<file path="src/rtl/des_iter_sequencer.sv">
// des_iter_sequencer: control and key-schedule wrapper for an iterative DES
// core. A single external round datapath is reused for every round; this
// block holds the L||R state and the C/D key halves, produces one round key
// per cycle (C/D rotation followed by PC-2), and handshakes on both sides.
// IP, FP and PC-1 are outside: block_in is post-IP, key_in is post-PC-1,
// and block_out is the pre-output R_n||L_n.
//
// Bit numbering follows FIPS 46-3: bit 1 is the MSB of each vector.
//
// Ports:
//   clk, rst_n             clock (rising edge), async active-low reset
//   in_valid/in_ready      job handshake; block_in, key_in, mode taken on accept
//   mode                   0 = encrypt, 1 = decrypt (decrypt only for 16 rounds)
//   block_in[63:0]         L0||R0
//   key_in[55:0]           C0||D0
//   rnd_in/rnd_key         state and round key driven to the round datapath
//   rnd_out                round datapath result {R, L^f(R,K)}, same cycle
//   out_valid/out_ready    result handshake; block_out held until accepted
//   block_out[63:0]        {R_n, L_n}
//   busy                   high while a job is running or awaiting output
//   round_idx[4:0]         rounds completed in the current job
module des_iter_sequencer #(
   parameter int NUM_ROUNDS = 16
) (
   input  logic        clk,
   input  logic        rst_n,
   input  logic        in_valid,
   output logic        in_ready,
   input  logic        mode,
   input  logic [63:0] block_in,
   input  logic [55:0] key_in,
   output logic [63:0] rnd_in,
   output logic [47:0] rnd_key,
   input  logic [63:0] rnd_out,
   output logic        out_valid,
   input  logic        out_ready,
   output logic [63:0] block_out,
   output logic        busy,
   output logic [4:0]  round_idx
);

   typedef enum logic [1:0] {IDLE, RUN, DONE} st_t;

   // PC-2 selection, entries are 1-based bit numbers of C||D.
   localparam logic [5:0] PC2 [48] = '{
      6'd14, 6'd17, 6'd11, 6'd24, 6'd1,  6'd5,  6'd3,  6'd28,
      6'd15, 6'd6,  6'd21, 6'd10, 6'd23, 6'd19, 6'd12, 6'd4,
      6'd26, 6'd8,  6'd16, 6'd7,  6'd27, 6'd20, 6'd13, 6'd2,
      6'd41, 6'd52, 6'd31, 6'd37, 6'd47, 6'd55, 6'd30, 6'd40,
      6'd51, 6'd45, 6'd33, 6'd48, 6'd44, 6'd49, 6'd39, 6'd56,
      6'd34, 6'd53, 6'd46, 6'd42, 6'd50, 6'd36, 6'd29, 6'd32
   };

   st_t         st_q, st_d;
   logic [63:0] state_q;
   logic [55:0] cd_q, cd_next;
   logic        mode_q;
   logic [4:0]  rnum;
   logic [1:0]  shamt;
   logic        short_rnd;

   function automatic logic [27:0] rot28(input logic [27:0] h, input logic [1:0] n,
                                         input logic right);
      logic [27:0] r;
      case (n)
         2'd1:    r = right ? {h[0], h[27:1]}   : {h[26:0], h[27]};
         2'd2:    r = right ? {h[1:0], h[27:2]} : {h[25:0], h[27:26]};
         default: r = h;
      endcase
      return r;
   endfunction

   // Shift for the round about to execute. Decrypt walks the encrypt schedule
   // backwards with right rotations; its first round reuses C0/D0 as-is,
   // since K16 sits at a cumulative shift of 28 (identity).
   always_comb begin
      rnum      = round_idx + 5'd1;
      short_rnd = (rnum == 5'd1) || (rnum == 5'd2) || (rnum == 5'd9) || (rnum == 5'd16);
      if (!mode_q)
         shamt = short_rnd ? 2'd1 : 2'd2;
      else if (rnum == 5'd1)
         shamt = 2'd0;
      else
         shamt = short_rnd ? 2'd1 : 2'd2;
      cd_next = {rot28(cd_q[55:28], shamt, mode_q), rot28(cd_q[27:0], shamt, mode_q)};
   end

   always_comb begin
      rnd_key = '0;
      for (int i = 0; i < 48; i++)
         rnd_key[47-i] = cd_next[6'd56 - PC2[i]];
   end

   assign rnd_in = state_q;

   always_comb begin
      st_d      = st_q;
      in_ready  = 1'b0;
      out_valid = 1'b0;
      busy      = 1'b0;
      block_out = '0;
      case (st_q)
         IDLE: begin
            in_ready = 1'b1;
            if (in_valid) st_d = RUN;
         end
         RUN: begin
            busy = 1'b1;
            if (round_idx == 5'(NUM_ROUNDS - 1)) st_d = DONE;
         end
         DONE: begin
            busy      = 1'b1;
            out_valid = 1'b1;
            block_out = {state_q[31:0], state_q[63:32]};
            if (out_ready) st_d = IDLE;
         end
         default: st_d = IDLE;
      endcase
   end

   always_ff @(posedge clk or negedge rst_n) begin
      if (!rst_n) begin
         st_q      <= IDLE;
         state_q   <= '0;
         cd_q      <= '0;
         mode_q    <= 1'b0;
         round_idx <= '0;
      end else begin
         st_q <= st_d;
         case (st_q)
            IDLE: if (in_valid) begin
               state_q   <= block_in;
               cd_q      <= key_in;
               mode_q    <= mode;
               round_idx <= '0;
            end
            RUN: begin
               state_q   <= rnd_out;
               cd_q      <= cd_next;
               round_idx <= round_idx + 5'd1;
            end
            DONE: if (out_ready) round_idx <= '0;
            default: ;
         endcase
      end
   end

endmodule

</file>
<file path="config.mk">
export PLATFORM = sky130hd
export DESIGN_NAME = des_iter_sequencer
export DESIGN_NICKNAME = d
export VERILOG_FILES = /design/src/rtl/des_iter_sequencer.sv
export SDC_FILE = /design/constraint.sdc
export NUM_CORES = 1
export LEC_CHECK = 0
export CAP_MARGIN = 20
export CORE_UTILIZATION = 43
export CTS_BUF_LIST = sky130_fd_sc_hd__clkbuf_16
export CTS_CLUSTER_DIAMETER = 100
export DETAILED_ROUTE_END_ITERATION = 8
export GPL_TIMING_DRIVEN = 0
export PLACE_DENSITY = 0.79
export SYNTH_ARGS = -nofsm -noshare
export SYNTH_HDL_FRONTEND = slang
export SYNTH_SLANG_ARGS = --single-unit
</file>
<file path="constraint.sdc">
create_clock -name clk -period 3.4 [get_ports clk]
set_input_delay 0.34 -clock clk [delete_from_list [all_inputs] [get_ports clk]]
set_output_delay 0.34 -clock clk [all_outputs]
set_load 0.1 [all_outputs]
</file>
==> flow_summary.yaml <==
run_status:
  result_of_the_run: "finished, violations left"
  failed_checks: "design-rule violations, negative setup slack"
placement:
  place.gp.congestion: 0.951
  placed_cells: 1643
  dp_hpwl_um: 29000
  io_buffer_count: 372
clock_tree:
  cts_tree: "built"
  cts_htree_levels: 4
  clk_root_buffer_cell: "sky130_fd_sc_hd__clkbuf_16"
  cts_inserted_buffers: 17
  clk-insertion-delay-late_ns: 0.43
  clkTransAtPathRegs_ns: 0.07
  cts_num_sinks: 128
  cts.path.max_buffers: 2
worst_setup_path:
  worst_path_dominant_cell_family: "buffers and inverters"
  cp_common_cell: "sky130_fd_sc_hd__clkbuf_1"
  critical-path-max-stage-delay_ns: 0.68
  regToRegSetupSlack_ns: 0.05
  cp_max_fo: 10
  rr_startpoint: "round_idx[1]$_DFFE_PN0P_"
  cp_slowest_cell: "sky130_fd_sc_hd__clkbuf_1"
  timing_worst_setup_path_type: "reg2out"
  r2r_end: "cd_q[5]$_DFFE_PN0P_"
  cp_num_buf_inv: 4
  cp_data_arrival_time_ns: 3.43
  crit_path_end_kind: "output pin"
  worst-r2r-cell-count: 13
  cp_data_required_time_ns: 3.06
  worstPathCellList: "clkbuf_1 > clkbuf_1 > clkbuf_1 > nand2_1 > and4bb_2 > o31ai_4 > buf_12"
  worst_setup_path_start_kind: "flop"
synth:
  mappedNetlistArea_mm2: 0.00890
  synthesis.instances: 1000
  ys_types: 45
  synth-main-ff-cell: "sky130_fd_sc_hd__dfrtp_1"
  synth-seq-area-share_pct: 36.0
  synth_seq_cells: 128
  synthesis.nets: 1198
  syn_avg_cell_area_um2: 8.90
  synth_enable_flop_cells: 0
  synth-async-reset-ratio_pct: 100
  yosysWarningCount: 0
global_routing:
  grt_pass1_vias: 11300
  grt-ovfl-total: 0
  largest_net_degree_at_the_start_of_global_routing: 86
  grt_usage_pct: 43.8
  initial_antenna_violation_count: 6
  first_pass_grt_wire_length_um: 70600
worst_hold_path:
  min-delay-path-class: "in2async"
drt:
  drtPass1Iterations: 9
  routed_via_density: 6.62
  wire_per_inst_um: 28.1
  detail-route-antenna-nets: 0
  dr_total_vias: 11500
  dr.first_iter.drc_count: 1570
  remaining_drc_errors: 15
  drt-total-wl_um: 48900
floorplan:
  io_pins: 373
  die_y_um: 146
  core_area_mm2: 0.0202
  core.rowCount: 52
  die_area_mm2: 0.0213
  initial_utilization_pct: 44.0
  die_outline_width_um: 146
timing:
  final-max-slew-violation-count: 0
  timing.final.crit_share_pct: 111
  max_freq_mhz: 265
  final_critical_path_setup_slack_ns: -0.371
  worst_slew_pin_slew_ns: 1.10
  slew_headroom_pct: 26.7
  finalSetupTns_ns: -10.40
  period_minus_slack_ns: 3.77
  number_of_setup_violations_in_the_final_report: 48
  final_hold_viol_count: 0
  rsz0062_at_grt: "true"
  timing.clock.skew_ns: 0.0119
finish:
  final_common_cell: "sky130_fd_sc_hd__clkdlybuf4s50_1"
  final_cell_mix: "sky130_fd_sc_hd__clkdlybuf4s50_1 (263), sky130_fd_sc_hd__nand2_1 (166), sky130_fd_sc_hd__dfrtp_1 (123)"
  utilization_pct: 83.1
  instances_no_fill: 1739
  layout.nets: 1649
  final_layout_size_suffix_gt1_share_pct: 27.3
  syn2layout_area_growth_pct: 89.0
flow_run:
  max_cap_violations: 0
## registers in the layout (all words and copies together) (netlist names)
name,cells
mode_q,1
round_idx,5
st_q,2
rnd_in,64
cd_q,56
## cell usage after synthesis, types with 3 or more instances
| library cell | number | area [um2] |
|---|---|---|
| sky130_fd_sc_hd__nor3_1 | 49 | 245 |
| sky130_fd_sc_hd__o21ai_0 | 80 | 400 |
| sky130_fd_sc_hd__nand2_1 | 166 | 623 |
| sky130_fd_sc_hd__nand3_1 | 12 | 60.1 |
| sky130_fd_sc_hd__mux2i_1 | 65 | 651 |
| sky130_fd_sc_hd__buf_6 | 4 | 45.0 |
| sky130_fd_sc_hd__clkbuf_1 | 74 | 278 |
| sky130_fd_sc_hd__nor2b_1 | 49 | 307 |
| sky130_fd_sc_hd__a221oi_2 | 31 | 465 |
| sky130_fd_sc_hd__a22oi_1 | 8 | 60.1 |
| sky130_fd_sc_hd__inv_1 | 7 | 26.3 |
| sky130_fd_sc_hd__a221oi_1 | 17 | 149 |
| sky130_fd_sc_hd__and4_1 | 8 | 70.1 |
| sky130_fd_sc_hd__dfrtp_1 | 128 | 3200 |
| sky130_fd_sc_hd__nor4bb_1 | 37 | 370 |
| sky130_fd_sc_hd__a21oi_1 | 17 | 85.1 |
| sky130_fd_sc_hd__ha_1 | 9 | 113 |
| sky130_fd_sc_hd__and4bb_2 | 3 | 37.5 |
| sky130_fd_sc_hd__or3_1 | 9 | 56.3 |
| sky130_fd_sc_hd__a221o_1 | 48 | 480 |
| sky130_fd_sc_hd__nand2b_1 | 9 | 56.3 |
| sky130_fd_sc_hd__nor2_1 | 5 | 18.8 |
| sky130_fd_sc_hd__and2_1 | 66 | 413 |
| sky130_fd_sc_hd__nand4_1 | 9 | 56.3 |
| sky130_fd_sc_hd__buf_2 | 10 | 50.1 |
| sky130_fd_sc_hd__o31ai_1 | 48 | 360 |
| sky130_fd_sc_hd__buf_1 | 10 | 37.5 |
## metal layers
layer / up-vias / GRT usage (%) / wire length, um
met5: - / 0 / 0
met4: 0 / 19.9 / 3020
met3: 317 / 13.9 / 6290
met1: 5522 / 55.9 / 17600
met2: 1037 / 67.7 / 21900
li1: 4644 / - / -
## worst max path at each step
stage	end	slack [ns]	cells past startpoint	start
final	rnd_key[27]	-0.37	7	mode_q$_DFFE_PN0P_
after global placement	round_idx[1]$_DFFE_PN0P_	-4.32	1	rst_n
after floorplan	rnd_key[16]	-0.19	9	round_idx[0]$_DFFE_PN0P_
after global routing	rnd_key[40]	-0.38	12	round_idx[0]$_DFFE_PN0P_
after detailed placement	rnd_key[31]	-1.22	13	round_idx[0]$_DFFE_PN0P_
after CTS	rnd_key[3]	-0.22	10	round_idx[0]$_DFFE_PN0P_
## what timing repair did
action                     CTS  global route
hold endpoints to repair    43             0
pin swaps                   53            36
cloned                      10             0
hold buffers                 1             0
resized for setup          735           114
setup buffers               35            16
setup endpoints to repair  126           105
## metrics by stage
stage | instance area, um2 | hold slack, ns | setup slack, ns
after floorplan | 9710 | 0.0444 | -0.189
final | 16800 | 0.422 | -0.371
after global placement | 13800 | 0.483 | -4.32
after global routing | 16800 | 0.457 | -0.377
after CTS | 16800 | 0.415 | -0.217
after detailed placement | 13800 | 0.291 | -1.22
## layout make-up
cell class	count	area, um2
Inverter	7	26.3
Fill cell	1069	3410
Timing Repair Buffer	435	4750
Sequential cell	128	3210
Antenna cell	5	12.5
Clock buffer	17	425
Multi-Input combinational cell	765	7180
Tap cell	270	338
Buffer	97	719
Clock inverter	15	166
## logic make-up after synthesis
logic type,Yosys count,synth area share (%)
adder cells (fa/ha/maj),9,1.26
AND/OR/NAND/NOR,429,26.6
buffers and inverters,107,5.05
flip-flops,128,36.0
multiplexers,67,7.56
XOR/XNOR,2,0.197
AO/OA/AOI/OAI,258,23.4
Power is not shown: default switching activity piles up to over one toggle a cycle in this logic, so the estimate is an artifact.
